### config.mk
export PLATFORM = sky130hd
export DESIGN_NAME = mdu_hilo_unit
export DESIGN_NICKNAME = d
export VERILOG_FILES = /design/src/rtl/mdu_pkg.sv /design/src/rtl/mdu_div_core.sv /design/src/rtl/mdu_hilo_unit.sv
export SDC_FILE = /design/constraint.sdc
export NUM_CORES = 2
export LEC_CHECK = 0
export ABC_AREA = 1
export ABC_CLOCK_PERIOD_IN_PS = 17100
export BUFFER_PORTS_ARGS = -buffer_cell sky130_fd_sc_hd__buf_2
export CAP_MARGIN = 20
export CORE_UTILIZATION = 52
export DETAILED_ROUTE_END_ITERATION = 16
export PLACE_DENSITY = 0.79
export SLEW_MARGIN = 20
export SYNTH_ARGS = -nofsm -noshare
export SYNTH_HDL_FRONTEND = slang
export SYNTH_SLANG_ARGS = --single-unit
### constraint.sdc
create_clock -name i_clk -period 17.1 [get_ports i_clk]
set_clock_uncertainty 0.1 [all_clocks]
set_input_delay 1.71 -clock i_clk [delete_from_list [all_inputs] [get_ports i_clk]]
set_output_delay 1.71 -clock i_clk [all_outputs]
set_load 0.02 [all_outputs]
### src/rtl/mdu_pkg.sv
// Shared definitions for the HI/LO multiply/divide unit.
// Latency: n/a (types, encodings and the iteration-count helper only).
// Backpressure: n/a.
// Contents: op encodings, FSM state encodings, iteration-count function.
package mdu_pkg;

  // Encoding of the op input, in instruction order.
  typedef enum logic [2:0] {
    MDU_MULT  = 3'd0,
    MDU_MULTU = 3'd1,
    MDU_DIV   = 3'd2,
    MDU_DIVU  = 3'd3,
    MDU_MUL   = 3'd4,
    MDU_MTHI  = 3'd5,
    MDU_MTLO  = 3'd6,
    MDU_RSVD  = 3'd7
  } mdu_op_e;

  typedef enum logic [2:0] {
    ST_IDLE    = 3'd0,
    ST_MUL_RUN = 3'd1,
    ST_DIV_RUN = 3'd2,
    ST_FIX     = 3'd3,
    ST_DONE    = 3'd4
  } mdu_state_e;

  // Number of run-state cycles: one per divide bit, or one per
  // MUL_STEP-bit multiplier digit.
  function automatic int mdu_iters(input int width, input int mul_step, input bit is_div);
    return is_div ? width : (width / mul_step);
  endfunction

endpackage

### src/rtl/mdu_div_core.sv
// Restoring-division datapath: one quotient bit per step, MSB first.
// Latency: load, then WIDTH steps; o_last is high during the final step.
// Backpressure: none; advances only on cycles with i_step high.
// Ports:
//   i_clk, i_reset       clock, async active-high reset
//   i_load               capture dividend/divisor magnitudes, clear remainder/counter
//   i_step               retire one quotient bit
//   i_dividend, i_divisor unsigned magnitudes
//   o_last               the current step is the final one
//   o_quot, o_rem        unsigned quotient and remainder (valid after the last step)
module mdu_div_core
  import mdu_pkg::*;
#(
  parameter int WIDTH = 32
) (
  input  logic             i_clk,
  input  logic             i_reset,
  input  logic             i_load,
  input  logic             i_step,
  input  logic [WIDTH-1:0] i_dividend,
  input  logic [WIDTH-1:0] i_divisor,
  output logic             o_last,
  output logic [WIDTH-1:0] o_quot,
  output logic [WIDTH-1:0] o_rem
);

  localparam int DIV_ITERS = mdu_iters(WIDTH, 1, 1'b1);
  localparam int CNT_W     = $clog2(DIV_ITERS) + 1;

  logic [WIDTH-1:0] r_rem;
  logic [WIDTH-1:0] r_quot;   // dividend shifts out the top as quotient bits shift in
  logic [WIDTH-1:0] r_dsor;
  logic [CNT_W-1:0] r_cnt;

  logic [WIDTH:0]   w_shift;
  logic             w_ge;
  logic [WIDTH-1:0] w_sub;

  always_comb begin
    w_shift = {r_rem, r_quot[WIDTH-1]};
    w_ge    = (w_shift >= {1'b0, r_dsor});
    // When w_ge holds the true difference is below the divisor, so the
    // low WIDTH bits are exact.
    w_sub   = w_shift[WIDTH-1:0] - r_dsor;
    o_last  = (r_cnt == CNT_W'(DIV_ITERS - 1));
    o_quot  = r_quot;
    o_rem   = r_rem;
  end

  always_ff @(posedge i_clk or posedge i_reset) begin
    if (i_reset) begin
      r_rem  <= '0;
      r_quot <= '0;
      r_dsor <= '0;
      r_cnt  <= '0;
    end else if (i_load) begin
      r_rem  <= '0;
      r_quot <= i_dividend;
      r_dsor <= i_divisor;
      r_cnt  <= '0;
    end else if (i_step) begin
      r_rem  <= w_ge ? w_sub : w_shift[WIDTH-1:0];
      r_quot <= {r_quot[WIDTH-2:0], w_ge};
      r_cnt  <= r_cnt + 1'b1;
    end
  end

endmodule

### src/rtl/mdu_hilo_unit.sv
// Iterative multiply/divide unit owning the architectural HI/LO registers.
// Latency: multiply done in cycle WIDTH/MUL_STEP+2 after start, divide in WIDTH+2; MTHI/MTLO write at the start edge.
// Backpressure: busy high while in flight; start is ignored while busy, no queueing.
// Build option: MDU_BYPASS_EN - hi/lo show the completing result during the done
//   cycle, and MTHI/MTLO issued in that cycle is dropped.
// Ports:
//   i_clk, i_reset          clock, async active-high reset (aborts everything)
//   i_start, i_op           issue strobe and mdu_op_e opcode
//   i_a, i_b, i_rd_in       rs/rt operands, MUL destination register
//   i_cancel                flush the operation in flight (also drops a same-cycle start)
//   o_busy, o_done          in flight / one-cycle completion pulse
//   o_wb_gpr, o_rd_out      with done: write o_result to GPR o_rd_out
//   o_result                low product word
//   o_dz                    divide-by-zero flag of the last completed divide
//   o_hi, o_lo              architectural HI/LO
module mdu_hilo_unit
  import mdu_pkg::*;
#(
  parameter int WIDTH    = 32,
  parameter int MUL_STEP = 4,
  parameter int RD_W     = 5
) (
  input  logic             i_clk,
  input  logic             i_reset,
  input  logic             i_start,
  input  logic [2:0]       i_op,
  input  logic [WIDTH-1:0] i_a,
  input  logic [WIDTH-1:0] i_b,
  input  logic [RD_W-1:0]  i_rd_in,
  input  logic             i_cancel,
  output logic             o_busy,
  output logic             o_done,
  output logic             o_wb_gpr,
  output logic [RD_W-1:0]  o_rd_out,
  output logic [WIDTH-1:0] o_result,
  output logic             o_dz,
  output logic [WIDTH-1:0] o_hi,
  output logic [WIDTH-1:0] o_lo
);

  localparam int MUL_ITERS = mdu_iters(WIDTH, MUL_STEP, 1'b0);
  localparam int MCNT_W    = $clog2(MUL_ITERS) + 1;

  mdu_state_e r_state;
  mdu_state_e w_state_nxt;

  mdu_op_e          w_op;
  logic             w_in_done;
  logic             w_go;
  logic             w_issue_mul;
  logic             w_issue_div;
  logic             w_mt_ok;
  logic             w_commit;
  logic             w_op_signed;
  logic             w_a_neg;
  logic             w_b_neg;
  logic [WIDTH-1:0] w_a_mag;
  logic [WIDTH-1:0] w_b_mag;
  logic             w_div_step;
  logic             w_div_last;
  logic [WIDTH-1:0] w_quot;
  logic [WIDTH-1:0] w_rem;

  // Multiplier datapath
  logic [2*WIDTH-1:0] r_acc;
  logic [2*WIDTH-1:0] r_mcand;
  logic [WIDTH-1:0]   r_mplr;
  logic [MCNT_W-1:0]  r_mcnt;
  logic [2*WIDTH-1:0] w_pp;
  logic               w_mul_last;

  // Per-operation context and results
  logic             r_neg;       // product sign
  logic             r_qneg;      // quotient sign
  logic             r_rneg;      // remainder sign (follows dividend)
  logic             r_dz_pend;   // divisor was zero
  logic             r_is_mul;    // MUL: GPR writeback
  logic             r_is_div;
  logic [RD_W-1:0]  r_rd;
  logic [WIDTH-1:0] r_res_hi;
  logic [WIDTH-1:0] r_res_lo;
  logic [WIDTH-1:0] r_hi;
  logic [WIDTH-1:0] r_lo;
  logic             r_dz;

  // Issue decode. A start is taken in IDLE or DONE (back-to-back), never
  // together with cancel.
  always_comb begin
    w_op        = mdu_op_e'(i_op);
    w_in_done   = (r_state == ST_DONE);
    w_go        = i_start && !i_cancel && ((r_state == ST_IDLE) || w_in_done);
    w_issue_mul = w_go && ((w_op == MDU_MULT) || (w_op == MDU_MULTU) || (w_op == MDU_MUL));
    w_issue_div = w_go && ((w_op == MDU_DIV) || (w_op == MDU_DIVU));
`ifdef MDU_BYPASS_EN
    // hi/lo are already forwarded in DONE; a same-cycle MTHI/MTLO would
    // make the forwarded value stale, so it is refused there.
    w_mt_ok     = w_go && !w_in_done;
`else
    w_mt_ok     = w_go;
`endif
    w_commit    = w_in_done && !i_cancel;
    w_op_signed = (w_op == MDU_MULT) || (w_op == MDU_MUL) || (w_op == MDU_DIV);
    w_a_neg     = w_op_signed && i_a[WIDTH-1];
    w_b_neg     = w_op_signed && i_b[WIDTH-1];
    // |MIN| = 2^(WIDTH-1) still fits as an unsigned magnitude.
    w_a_mag     = w_a_neg ? -i_a : i_a;
    w_b_mag     = w_b_neg ? -i_b : i_b;
  end

  // One radix-2^MUL_STEP digit per cycle: sum of shifted multiplicands.
  always_comb begin
    w_pp = '0;
    for (int j = 0; j < MUL_STEP; j++) begin
      if (r_mplr[j]) begin
        w_pp = w_pp + (r_mcand << j);
      end
    end
    w_mul_last = (r_mcnt == MCNT_W'(MUL_ITERS - 1));
  end

  always_ff @(posedge i_clk or posedge i_reset) begin
    if (i_reset) begin
      r_state <= ST_IDLE;
    end else begin
      r_state <= w_state_nxt;
    end
  end

  always_comb begin
    w_state_nxt = r_state;
    o_busy      = 1'b0;
    o_done      = 1'b0;
    w_div_step  = 1'b0;
    case (r_state)
      ST_IDLE: begin
        if (w_issue_mul) begin
          w_state_nxt = ST_MUL_RUN;
        end else if (w_issue_div) begin
          w_state_nxt = ST_DIV_RUN;
        end
      end
      ST_MUL_RUN: begin
        o_busy = 1'b1;
        if (i_cancel) begin
          w_state_nxt = ST_IDLE;
        end else if (w_mul_last) begin
          w_state_nxt = ST_FIX;
        end
      end
      ST_DIV_RUN: begin
        o_busy     = 1'b1;
        w_div_step = 1'b1;
        if (i_cancel) begin
          w_state_nxt = ST_IDLE;
        end else if (w_div_last) begin
          w_state_nxt = ST_FIX;
        end
      end
      ST_FIX: begin
        o_busy      = 1'b1;
        w_state_nxt = i_cancel ? ST_IDLE : ST_DONE;
      end
      ST_DONE: begin
        o_done = !i_cancel;
        if (w_issue_mul) begin
          w_state_nxt = ST_MUL_RUN;
        end else if (w_issue_div) begin
          w_state_nxt = ST_DIV_RUN;
        end else begin
          w_state_nxt = ST_IDLE;
        end
      end
      default: w_state_nxt = ST_IDLE;
    endcase
  end

  mdu_div_core #(
    .WIDTH(WIDTH)
  ) u_div_core (
    .i_clk      (i_clk),
    .i_reset    (i_reset),
    .i_load     (w_issue_div),
    .i_step     (w_div_step),
    .i_dividend (w_a_mag),
    .i_divisor  (w_b_mag),
    .o_last     (w_div_last),
    .o_quot     (w_quot),
    .o_rem      (w_rem)
  );

  always_ff @(posedge i_clk or posedge i_reset) begin
    if (i_reset) begin
      r_acc     <= '0;
      r_mcand   <= '0;
      r_mplr    <= '0;
      r_mcnt    <= '0;
      r_neg     <= 1'b0;
      r_qneg    <= 1'b0;
      r_rneg    <= 1'b0;
      r_dz_pend <= 1'b0;
      r_is_mul  <= 1'b0;
      r_is_div  <= 1'b0;
      r_rd      <= '0;
      r_res_hi  <= '0;
      r_res_lo  <= '0;
      r_hi      <= '0;
      r_lo      <= '0;
      r_dz      <= 1'b0;
    end else begin
      if (w_issue_mul) begin
        r_acc    <= '0;
        r_mcand  <= {{WIDTH{1'b0}}, w_a_mag};
        r_mplr   <= w_b_mag;
        r_mcnt   <= '0;
        r_neg    <= w_a_neg ^ w_b_neg;
        r_is_mul <= (w_op == MDU_MUL);
        r_is_div <= 1'b0;
        r_rd     <= i_rd_in;
      end else if (w_issue_div) begin
        r_qneg    <= w_a_neg ^ w_b_neg;
        r_rneg    <= w_a_neg;
        r_dz_pend <= (i_b == '0);
        r_is_mul  <= 1'b0;
        r_is_div  <= 1'b1;
      end

      if (r_state == ST_MUL_RUN) begin
        r_acc   <= r_acc + w_pp;
        r_mcand <= r_mcand << MUL_STEP;
        r_mplr  <= r_mplr >> MUL_STEP;
        r_mcnt  <= r_mcnt + 1'b1;
      end

      // Sign correction. A zero divisor yields an all-ones magnitude
      // quotient, forced to all ones regardless of sign; the remainder is
      // |a| re-signed, i.e. a itself.
      if (r_state == ST_FIX) begin
        if (r_is_div) begin
          r_res_lo <= r_dz_pend ? '1 : (r_qneg ? -w_quot : w_quot);
          r_res_hi <= r_rneg ? -w_rem : w_rem;
        end else begin
          {r_res_hi, r_res_lo} <= r_neg ? -r_acc : r_acc;
        end
      end

      // Completion commit first, then MTHI/MTLO so that a move issued in
      // the DONE cycle overrides the completing value of its register.
      if (w_commit) begin
        r_hi <= r_res_hi;
        r_lo <= r_res_lo;
        if (r_is_div) begin
          r_dz <= r_dz_pend;
        end
      end
      if (w_mt_ok && (w_op == MDU_MTHI)) begin
        r_hi <= i_a;
      end
      if (w_mt_ok && (w_op == MDU_MTLO)) begin
        r_lo <= i_a;
      end
    end
  end

  assign o_wb_gpr = o_done && r_is_mul;
  assign o_rd_out = r_rd;
  assign o_result = r_res_lo;
  assign o_dz     = r_dz;

`ifdef MDU_BYPASS_EN
  assign o_hi = w_commit ? r_res_hi : r_hi;
  assign o_lo = w_commit ? r_res_lo : r_lo;
`else
  assign o_hi = r_hi;
  assign o_lo = r_lo;
`endif

endmodule

==> run summary <==
Final setup viols - 0
WL final - 173,000 microns
Vias in the first global route - 44.3k
R2R setup slack - 6.39 ns
Max Slew Vio Count - 0
Reg2reg path depth - 45
Switching share of power - 59.1%
Largest net degree at the start of global routing - 118
Setup TNS - 0 ns
Hold Crit Depth - 1
Final hold viol count - 0
Met3 usage - 9.55%
Met1 Usage GRT - 56.6%
Initial Util - 52.5%
Drt first pass iters - 8
Antenna violations before repair - 0
Yosys cell types - 66
Via count - 48.9k
TritonCTS Sinks - 409
WP data required - 17.49 ns
# H-tree levels - 2
Min Clock Period, post-route - 10.71 ns
GR peak layer - met2
Final core utilization - 56.9%
Full die area - 82,500 sq um
Via density - 6.20
Syn-to-layout area delta - 8.35%
CP max-delay cell - o311ai_0
Row cnt - 104
Relative slew slack - 28.1%
Worst-path clk slew - 0.07 ns
CTS tree - built
Clock root buffer master - clkbuf_16
Cell family with the largest share of critical-path delay - compound AO/OA/AOI/OAI gates
Tcrit/Tclk final - 62.6%
Max Clk Rate - 93.4 MHz
Most numerous cell on the critical path - nand2_1
Inserted Clock Buffers - 47
Commonest cells post-synth - nand2_1, inv_1, nor2_1, o21ai_0, a21oi_1
Resized Gates After CTS - 0
Measured slew at the worst slew-check pin - 1.08 ns
Synthesis Warnings - 0
Post-synth top area cell - dfrtp_1
Leak Pwr - 21.9 nW
Maximum VDD drop - 0.123 mV
DRC errors left - 0
Cell-internal power - 4.70 mW
Postcts setup bufs - 0
GPL Wtd Cong - 1.10
Worst Hold Path EP - r_mcnt[3]$_DFFE_PP0P_
First-pass GRT wire length - 260,000 microns
Path length in cells of the critical path - 45
Net Count, Synth - 7,073
Power per cell area - 250 nW/um^2
Power, Total - 11.5 mW
IO Pins - 181
PortBufs - 180
CTS Hold Bufs - 0
Startpoint types - register
Top-count cell post-synth - nand2_1
Seq/Total Area, Yosys - 24.2%
RSZ-0062 raised after global routing - false
Clock network fraction of total power - 9.9%
Max FO, Critical Path - 49
Combinational group share of total power - 72.2%
Worst min-delay path category - reg2reg
Switching power - 6.78 mW
Yosys top cell area share - 24.2%
Top cells by area, synth - dfrtp_1, nand2_1, ha_1
Critical path arrival - 11.10 ns
Flop pwr share - 17.9%
Die H - 287 microns
Maximum root-to-sink buffer count - 3
Met2 track utilization from global routing - 60.0%
Die X - 287 microns
Synth Cell Area - 42,300 sq um
Ratio of cells with drive above 1 in the final layout - 6.13%
Worst R2R End - r_acc[50]$_DFFE_PP0P_
R2r startpoint - r_mplr[0]$_DFFE_PP0P_
Asr flop ratio synth - 100%
Worst skew pair latency - 0.63 ns
Seq cells post-synth - 409
Core area - 80,500 sq um
Fill count - 7,975
DP HPWL - 139,000 microns
Worst path bufs/invs - 7
Post-route ant nets - 0
Total gr overflow - 0
Min-delay src - r_mcnt[3]$_DFFE_PP0P_
Syn Inst Count - 6,712
Routed len/inst - 21.9 microns
Slowest stage delay, CP - 0.69 ns
Top FF cell, synth - dfrtp_1
Status - completed
Worst setup EP type - register
Gr usage total - 40.6%
Initial DRC Count - 6,019
Mean area per synthesized cell - 6.31 sq um
EDFF count, synth - 0
Nets - 7,139
Max-Cap Viols - 0
CP Class - reg2reg
-- power groups by stage --
stage / logic (mW) / clock network (mW) / registers, mW
detailed placement: 7.97 / 0 / 2.02
finish: 8.28 / 1.14 / 2.05
CTS: 8.02 / 1.14 / 2.01
global placement: 7.87 / 0 / 2.02
global route: 9.02 / 1.18 / 2.07
floorplan: 5.63 / 0 / 1.87
-- through the flow --
step / instance area [sq um] / std cells / hold WS [ns] / setup WS [ns]
after floorplan: 42300 / 6712 / 0.333 / 3.91
after global placement: 44100 / 7789 / 0.350 / 6.87
after detailed placement: 44100 / 7789 / 0.358 / 6.89
after CTS: 45900 / 7877 / 0.366 / 6.87
after global routing: 45900 / 7877 / 0.392 / 6.12
final: 45900 / 7878 / 0.367 / 6.39
-- cell families (layout without fill, tap and decap cells) --
logic type / after synthesis / in the layout / share of synthesized area, %
AND/OR/NAND/NOR: 2921 / 2921 / 29.1
AO/OA/AOI/OAI: 1745 / 1745 / 23.7
buffers and inverters: 1140 / 1245 / 10.2
flip-flops: 409 / 409 / 24.2
adder cells (fa/ha/maj): 285 / 285 / 8.51
XOR/XNOR: 211 / 211 / 4.37
multiplexers: 1 / 1 / 0.0236
other: 0 / 1 / 0
-- routing by layer --
layer	part of all wire, %	routed length, microns	vias up
li1	-	-	22697
met1	41	71400	22747
met2	42	72400	2963
met3	12	20800	443
met4	4.6	8020	2
met5	0.084	145	-
-- cell type report --
cell class | instances | area [sq um] | area share (%)
inverters | 937 | 3530 | 7.69
flip-flops and latches | 409 | 10200 | 22.3
repair buffers | 220 | 1200 | 2.62
multi-input cells | 5163 | 27800 | 60.7
diodes | 1 | 2.50 | 0.00546
clock inverters | 25 | 407 | 0.887
well taps | 1060 | 1330 | 2.89
clock buffers | 63 | 1330 | 2.89
-- worst max-delay path by stage --
stage	from	endpoint	slack (ns)
2_1_floorplan	i_reset	o_dz$_DFFE_PP0P_	3.91
3_5_place_dp	r_mplr[0]$_DFFE_PP0P_	r_acc[50]$_DFFE_PP0P_	6.89
3_3_place_gp	r_mplr[0]$_DFFE_PP0P_	r_acc[50]$_DFFE_PP0P_	6.87
6_report	r_mplr[0]$_DFFE_PP0P_	r_acc[50]$_DFFE_PP0P_	6.39
5_1_grt	r_mplr[0]$_DFFE_PP0P_	r_acc[50]$_DFFE_PP0P_	6.12
4_1_cts	r_mplr[0]$_DFFE_PP0P_	r_acc[50]$_DFFE_PP0P_	6.87
-- sequential cells by signal, summed over array words and instances (netlist names), 3 cells and up --
register and flops:
r_acc 64, u_div_core.r_dsor 32, u_div_core.r_cnt 6, o_result 32, r_mcnt 4, u_div_core.o_quot 32
r_res_hi 32, r_mplr 32, o_rd_out 5, o_lo 32, o_hi 32, u_div_core.o_rem 32
r_state 3, r_mcand 64
-- layout by cell type (no fill, tap or decap), drive strengths merged, types with 110 or more instances in the layout --
master and instances:
xor2 133, nand3 422, buf 220, dfrtp 409, o21ai 671, inv 931
nor2 706, a21oi 569, nand2 1489, nor3 110, ha 280
Note: power is estimated with default switching activity, not from simulation.
